===== config.mk =====
export PLATFORM = sky130hd
export DESIGN_NAME = jellyvl_etherneco_tx_scheduler
export DESIGN_NICKNAME = d
export VERILOG_FILES = /design/src/rtl/jellyvl_etherneco_tx_scheduler_pkg.sv /design/src/rtl/jellyvl_etherneco_rr_picker.sv /design/src/rtl/jellyvl_etherneco_tx_scheduler.sv
export SDC_FILE = /design/constraint.sdc
export NUM_CORES = 1
export LEC_CHECK = 0
export ABC_AREA = 1
export ABC_CLOCK_PERIOD_IN_PS = 3000
export CAP_MARGIN = 10
export CORE_UTILIZATION = 42
export CTS_CLUSTER_DIAMETER = 200
export DETAILED_ROUTE_END_ITERATION = 8
export PLACE_DENSITY = 0.85
export SLEW_MARGIN = 20
export SYNTH_ARGS = -nofsm -noshare
export SYNTH_HDL_FRONTEND = slang
export SYNTH_SLANG_ARGS = --single-unit

===== constraint.sdc =====
create_clock -name clk -period 3 [get_ports clk]
set_input_delay 0.3 -clock clk [delete_from_list [all_inputs] [get_ports clk]]
set_output_delay 0.3 -clock clk [all_outputs]
set_load 0.05 [all_outputs]

===== src/rtl/jellyvl_etherneco_tx_scheduler_pkg.sv =====
// Shared types for the EtherNeco outer-ring TX scheduler.
//   sched_state_t : scheduler FSM states (also exported on the debug port)
//   tx_header_t   : header latched for the packet transmitter
//   SCHED_CH_MAX  : largest supported number of requester channels
package jellyvl_etherneco_tx_scheduler_pkg;

   localparam int SCHED_CH_MAX = 8;

   typedef enum logic [2:0] {
      ST_IDLE     = 3'd0,
      ST_START    = 3'd1,
      ST_PAYLOAD  = 3'd2,
      ST_WAIT_END = 3'd3,
      ST_GAP      = 3'd4
   } sched_state_t;

   typedef struct packed {
      logic [15:0] length;
      logic [7:0]  pkt_type;
      logic [7:0]  node;
   } tx_header_t;

endpackage


===== src/rtl/jellyvl_etherneco_rr_picker.sv =====
// Combinational round-robin picker.
//   req   : request vector
//   ptr   : channel with the highest priority this round
//   grant : one-hot winner (first set request at or after ptr, wrapping)
//   valid : some request was set
module jellyvl_etherneco_rr_picker #(
   parameter int NUM_CH = 4
) (
   input  logic [NUM_CH-1:0]         req,
   input  logic [$clog2(NUM_CH)-1:0] ptr,
   output logic [NUM_CH-1:0]         grant,
   output logic                      valid
);

   localparam int CH_W = $clog2(NUM_CH);

   logic [CH_W-1:0] idx;
   logic            found;

   always_comb begin
      grant = '0;
      found = 1'b0;
      idx   = '0;
      for (int k = 0; k < NUM_CH; k++) begin
         idx = CH_W'((int'(ptr) + k) % NUM_CH);
         if (!found && req[idx]) begin
            grant[idx] = 1'b1;
            found      = 1'b1;
         end
      end
   end

   assign valid = found;

endmodule


===== src/rtl/jellyvl_etherneco_tx_scheduler.sv =====
// Shares the single outer-ring packet transmitter between NUM_CH command
// sources. Channel 0 has absolute priority, channels 1..NUM_CH-1 share the
// remaining slots round-robin. After each packet a programmable idle gap is
// inserted before the next grant.
//   s_req / s_length / s_type / s_node : per-channel request and header
//   s_grant                            : one-cycle one-hot grant pulse
//   s_payload_* / m_payload_*          : payload stream, muxed from cur_ch
//   tx_start, tx_length/type/node      : start pulse and latched header
//   tx_end                             : last byte left the packet TX
//   gap_cycles                         : idle cycles after tx_end (sampled on tx_end)
//   busy, cur_ch, error                : status; error is sticky until reset
//   dbg_state                          : FSM state for observation
// Payload handshake: a byte transfers on a cycle where valid and ready are
// both high; valid must not depend on ready, and data/last are only
// meaningful while valid is high.
module jellyvl_etherneco_tx_scheduler
   import jellyvl_etherneco_tx_scheduler_pkg::*;
#(
   parameter int NUM_CH    = 4,
   parameter int GAP_WIDTH = 16
) (
   input  logic                      clk,
   input  logic                      reset,
   input  logic [GAP_WIDTH-1:0]      gap_cycles,
   input  logic [NUM_CH-1:0]         s_req,
   input  logic [NUM_CH*16-1:0]      s_length,
   input  logic [NUM_CH*8-1:0]       s_type,
   input  logic [NUM_CH*8-1:0]       s_node,
   output logic [NUM_CH-1:0]         s_grant,
   input  logic [NUM_CH-1:0]         s_payload_last,
   input  logic [NUM_CH-1:0]         s_payload_valid,
   input  logic [NUM_CH*8-1:0]       s_payload_data,
   output logic [NUM_CH-1:0]         s_payload_ready,
   output logic                      tx_start,
   output logic [15:0]               tx_length,
   output logic [7:0]                tx_type,
   output logic [7:0]                tx_node,
   output logic                      m_payload_last,
   output logic                      m_payload_valid,
   output logic [7:0]                m_payload_data,
   input  logic                      m_payload_ready,
   input  logic                      tx_end,
   output logic                      busy,
   output logic [$clog2(NUM_CH)-1:0] cur_ch,
   output logic                      error,
   output logic [2:0]                dbg_state
);

   localparam int CH_W = $clog2(NUM_CH);

   sched_state_t         state, state_next;
   tx_header_t           hdr;
   logic [CH_W-1:0]      rr_ptr;
   logic [GAP_WIDTH-1:0] gap_cnt;

   logic [15:0] len_arr  [NUM_CH];
   logic [7:0]  type_arr [NUM_CH];
   logic [7:0]  node_arr [NUM_CH];
   logic [7:0]  data_arr [NUM_CH];

   for (genvar i = 0; i < NUM_CH; i++) begin : g_unpack
      assign len_arr[i]  = s_length[i*16 +: 16];
      assign type_arr[i] = s_type[i*8 +: 8];
      assign node_arr[i] = s_node[i*8 +: 8];
      assign data_arr[i] = s_payload_data[i*8 +: 8];
   end

   // Channel 0 is masked out of the round-robin; it wins outright below.
   logic [NUM_CH-1:0] rr_req, rr_grant;
   logic              rr_valid;
   logic [CH_W-1:0]   rr_idx;

   assign rr_req = {s_req[NUM_CH-1:1], 1'b0};

   jellyvl_etherneco_rr_picker #(
      .NUM_CH (NUM_CH)
   ) u_picker (
      .req   (rr_req),
      .ptr   (rr_ptr),
      .grant (rr_grant),
      .valid (rr_valid)
   );

   always_comb begin
      rr_idx = '0;
      for (int i = 0; i < NUM_CH; i++) begin
         if (rr_grant[i]) rr_idx = CH_W'(i);
      end
   end

   logic            win_valid;
   logic [CH_W-1:0] win_idx;

   assign win_valid = s_req[0] | rr_valid;
   assign win_idx   = s_req[0] ? '0 : rr_idx;

   // tx_end in PAYLOAD always ends the packet; with no last handshake in
   // the same cycle it is also a protocol error.
   logic last_hs, end_exit, error_set;

   assign last_hs   = m_payload_valid & m_payload_ready & m_payload_last;
   assign end_exit  = tx_end & ((state == ST_WAIT_END) | (state == ST_PAYLOAD));
   assign error_set = tx_end & (((state == ST_PAYLOAD) & ~last_hs) |
                                (state == ST_IDLE) | (state == ST_START) |
                                (state == ST_GAP));

   always_ff @(posedge clk or negedge reset) begin
      if (!reset) state <= ST_IDLE;
      else        state <= state_next;
   end

   always_comb begin
      state_next = state;
      unique case (state)
         ST_IDLE:     if (win_valid) state_next = ST_START;
         ST_START:    state_next = ST_PAYLOAD;
         ST_PAYLOAD: begin
            if (end_exit)     state_next = (gap_cycles == '0) ? ST_IDLE : ST_GAP;
            else if (last_hs) state_next = ST_WAIT_END;
         end
         ST_WAIT_END: if (end_exit) state_next = (gap_cycles == '0) ? ST_IDLE : ST_GAP;
         ST_GAP:      if (gap_cnt <= GAP_WIDTH'(1)) state_next = ST_IDLE;
         default:     state_next = ST_IDLE;
      endcase
   end

   always_comb begin
      tx_start        = (state == ST_START);
      busy            = (state != ST_IDLE);
      dbg_state       = state;
      s_grant         = '0;
      s_payload_ready = '0;
      m_payload_valid = 1'b0;
      m_payload_last  = 1'b0;
      m_payload_data  = '0;
      for (int i = 0; i < NUM_CH; i++) begin
         if (state == ST_START && cur_ch == CH_W'(i))   s_grant[i] = 1'b1;
         if (state == ST_PAYLOAD && cur_ch == CH_W'(i)) s_payload_ready[i] = m_payload_ready;
      end
      if (state == ST_PAYLOAD) begin
         m_payload_valid = s_payload_valid[cur_ch];
         m_payload_last  = s_payload_last[cur_ch];
         m_payload_data  = data_arr[cur_ch];
      end
   end

   always_ff @(posedge clk or negedge reset) begin
      if (!reset) begin
         hdr     <= '0;
         cur_ch  <= '0;
         rr_ptr  <= CH_W'(1);
         gap_cnt <= '0;
         error   <= 1'b0;
      end else begin
         if (state == ST_IDLE && win_valid) begin
            hdr.length   <= len_arr[win_idx];
            hdr.pkt_type <= type_arr[win_idx];
            hdr.node     <= node_arr[win_idx];
            cur_ch       <= win_idx;
         end
         // Channel-0 grants leave the round-robin order untouched.
         if (state == ST_START && cur_ch != '0) begin
            rr_ptr <= (cur_ch == CH_W'(NUM_CH - 1)) ? CH_W'(1) : cur_ch + CH_W'(1);
         end
         if (end_exit)              gap_cnt <= gap_cycles;
         else if (state == ST_GAP)  gap_cnt <= gap_cnt - GAP_WIDTH'(1);
         if (error_set) error <= 1'b1;
      end
   end

   assign tx_length = hdr.length;
   assign tx_type   = hdr.pkt_type;
   assign tx_node   = hdr.node;

endmodule

==> summary by stage <==
CTS
The clock transition time at the flip-flop clock pins of the worst setup and hold paths is approximately 0.08 ns. The number of buffers inserted during clock tree synthesis is 5. Clock tree synthesis found a total of 56 sinks. Gates resized during post-CTS repair numbered 0.

The post-CTS setup buffer count is 0. The CTS H-tree depth is 2. The tree is rooted in a clkbuf_16. No sink is reached through more buffers than the 2 on the longest clock path. The TritonCTS clock tree is built. The clock latency at the later pin of the worst-skew pair is 0.30 ns. The count of hold-fix buffers inserted at cts is 0.

Yosys
In this run, synthesis inferred 0 flip-flops with an integrated enable. The share of the synthesized area in the top cell type is 27.3%. The fraction of registers with async set or reset after synthesis is 100%. The leading register cell type out of synthesis is dfrtp_1.

The number of warnings issued by yosys is 0. The complex-gate fraction of the synthesized area is 11.0%. The synthesized-area fraction occupied by xor and xnor cells is between 1 and 1.5%. After Yosys synthesis, and, or, nand and nor cells account for about two fifths of the synthesized area. The most area-hungry cell type in the Yosys netlist is dfrtp_1. The synthesized netlist contains 35 unique library cells. Each instance of the synthesized netlist takes up on average a little under 6 um^2. After technology mapping, the gate count stands at around 860.

After synthesis, the largest family of logic cells by area is simple AND/OR/NAND/NOR gates. The cell area that synthesis handed to floorplanning was ~5000 um^2. The portion of synthesized area spent on multiplexers is 0%. Counting flops and latches in the post-synthesis netlist gives 56. In the post-synthesis netlist, the biggest area contributors are dfrtp_1 27%, nand2_1 22%, inv_1 12%. The fraction of the mapped netlist area in adder cells is 2.98%. Of the synthesized area, sequential elements account for between 20% and 30%. The number of nets in the synthesized netlist is ~1100.

Die
The floorplan step set the die width to about 110 um. During I/O placement, the number of pins put on the boundary was 250. The count of standard-cell rows is 39. Measured along the y axis, the die boundary spans ~110 um. The starting density of the core is ~44%.

The placeable core region is between 10000 and 15000 um^2. The area enclosed by the die boundary is 12400 um^2.

STA
The number of max-slew violations in the final report was 0. Counting I/O delays and the setup requirement, the final critical path takes 2.82 ns. The final setup slack of the worst path is 0.178 ns. After layout, the worst path uses between 90 and 100% of the clock period. Setup repair after global routing left no endpoint under its margin.

Hold is met by 0.0459 ns. Setup violations remaining at the end of the flow were counted as 0. The count of endpoints failing hold in the final timing report is 0.

The relative slew slack is between 40 and 50%. The worst clock skew is 0.00640 ns. Based on the critical path, the design can be clocked at up to between 300 and 400 MHz. The pin slew with the least headroom to its limit is 0.793 ns. The sum of negative setup slack is 0 ns.

Global routing
The all-layer global routing usage is around 27%. Entering global routing, the biggest net connects 41 pins. The initial antenna violation count is 0. The overall overflow remaining after global route is 0. The via count of the first global-routing pass is about 5800. The global-route wire length before repair is between 20000 and 30000 um.

Place
At the placement stage, the worst setup path has a slack of -0.00459 ns. The placer's final routability congestion estimate is 0.897. Buffers placed on the I/O ports in this run total 249. Detailed placement ended at an HPWL of around 13000 um.

Drt
The routed layout has a little over 6000 vias. The first detailed-routing pass took 8 iterations. Wires add up to about 17000 um.

The number of DRC violations after detailed routing is 20. In this run, the number of DRC markers left after iteration 0 of detailed routing was 379. After detailed routing, the average wire length per cell comes to about 14 um. After detailed routing, the number of vias per cell comes to approximately 5.

The detail route stage leaves a number of antenna-violating nets equal to 0.

Power
The power consumption is about 0.0083 W. The maximum vdd drop is 0.000718 V. Summed over all cells, the static leakage comes to between 4 and 5 nW.

Power spread over the standard cell area amounts to roughly 1100 nW/um^2.

Job
Max-cap violations in this run came to 0.

Worst setup path
The signal on the critical path passes through inv_1 -> nand2_1 -> nor2_1 -> inv_1 -> a211oi_1 -> clkdlybuf4s50_1. The largest fanout on the critical path is 11. STA classifies the critical path endpoint as an output pin. By startpoint and endpoint, the worst setup path is classified as reg2out. The worst path arrival time is between 2 and 3 ns. STA puts the critical path data required time at ~2.7 ns. For flop-to-flop paths, the worst setup slack is 0.28 ns. The startpoint of the most critical register-to-register path is rr_ptr[0]$_DFFE_PN1P_. The highest cell delay on the worst timing path is 0.87 ns. Counting cells, the worst reg-to-reg path comes to 13. The worst setup path is launched from a register.

In this run the critical register-to-register path is captured at tx_length[4]$_DFFE_PN0P_. By instance count, the cell type seen most on the critical path is inv_1. The cell with the largest stage delay on the worst path is clkdlybuf4s50_1.

Cells and area
Registers take 1400 um^2. The share of cells above drive strength 1 is ~4.3%. The final layout net count is about 1300. Fill cells in the final layout number 1016.

The signed area change from the synthesized netlist to the final layout is 54.5%. The diode insertion count for antenna repair is 0. The multi-input combinational cell area is 2750 um^2.

Run status
The checks that failed: design-rule violations. The run finished, with violations left.

Worst hold path
The tightest min-delay check is of the in2async type.
-- worst max-delay path, delay by kind of cell (launching register included) --
kind            cells  cell delay (ns)
simple gates        2             0.25
compound gates      1             0.38
buf+inv             3             1.18
flops               1             0.42
-- synthesized netlist by cell type (2+ instances only) --
master      n
o221ai_1    4
ha_1       12
inv_2       2
nand2_2     4
nor3_1      5
buf_6      13
buf_4       3
nand4_1     3
a21oi_1    48
clkinv_1    2
nand2_1   294
nand3_1    88
nand2_4     2
o21ai_0    34
nor4_1      5
o211ai_1    7
inv_1     166
xnor2_1     2
buf_2       8
dfrtp_1    55
clkbuf_1   15
nor2_1     71
xor2_1      4
-- registers in the layout (all words and copies together) (netlist names) --
signal	flops
gap_cnt	16
tx_length	16
tx_node	8
tx_type	8
dbg_state	3
cur_ch	2
rr_ptr	2
error	1
-- power breakdown --
part / switching [W] / internal [W] / leakage [nW]
logic: 0.00419 / 0.00206 / 3.33
registers: 0.000260 / 0.00114 / 0.690
clock network: 0.000292 / 0.000399 / 0.0857
total: 0.00474 / 0.00360 / 4.11
-- cells in the final DEF, fill, tap and decap left out, types with 2 or more instances in the layout --
master	instances
o211ai_1	7
nand3_1	88
clkdlybuf4s50_1	245
xnor2_1	2
nor2_4	2
clkbuf_16	5
o221ai_1	4
xor2_1	4
clkinv_1	2
a21oi_1	48
nand2_4	2
nand2_2	5
inv_1	166
o21ai_0	34
nand4_1	3
buf_4	19
buf_12	2
inv_2	2
dfrtp_1	55
nor3_1	4
nor2_2	2
nor4_1	5
nor2_1	70
ha_1	12
nand2_1	293
-- layout make-up --
| class | count | area share (%) |
|---|---|---|
| tap | 143 | 2.30 |
| sequential | 56 | 18.0 |
| clock buffer | 5 | 1.61 |
| timing repair buffer | 267 | 33.9 |
| multi-input combinational | 594 | 35.3 |
| clock inverter | 3 | 0.595 |
| inverter | 170 | 8.20 |
-- through the flow --
stage	area, um^2	std cells	util [%]
after floorplan	5040	859	-
after global placement	7600	1229	65.7
after detailed placement	7600	1229	65.7
after CTS	7780	1238	67.3
after global routing	7780	1238	67.3
final	7780	1238	67.3
-- kinds of logic after synthesis --
logic type / after synthesis
XOR/XNOR: 6
AND/OR/NAND/NOR: 475
AO/OA/AOI/OAI: 100
flip-flops: 56
adder cells (fa/ha/maj): 12
buffers and inverters: 210
-- layer usage --
| metal | GRT usage [%] | vias to the layer above | wire, um |
|---|---|---|---|
| li1 | - | 3095 | - |
| met1 | 31.5 | 2718 | 6780 |
| met2 | 50.1 | 247 | 8250 |
| met3 | 6.31 | 26 | 1370 |
| met4 | 8.56 | 0 | 368 |
| met5 | 0 | - | 0 |
-- how the worst max path moves through the flow --
stage,startpoint,to,slack [ns]
2_1_floorplan,cur_ch[1]$_DFFE_PN0P_,dbg_state[1]$_DFFE_PN0P_,0.005
3_3_place_gp,s_req[1],tx_type[2]$_DFFE_PN0P_,0.09
3_5_place_dp,s_req[1],tx_length[11]$_DFFE_PN0P_,-0.005
4_1_cts,dbg_state[2]$_DFFE_PN0P_,m_payload_last,0.19
5_1_grt,dbg_state[2]$_DFFE_PN0P_,m_payload_last,0.002
6_report,dbg_state[2]$_DFFE_PN0P_,m_payload_last,0.18
No activity file was read; power rests on OpenSTA's default activity.
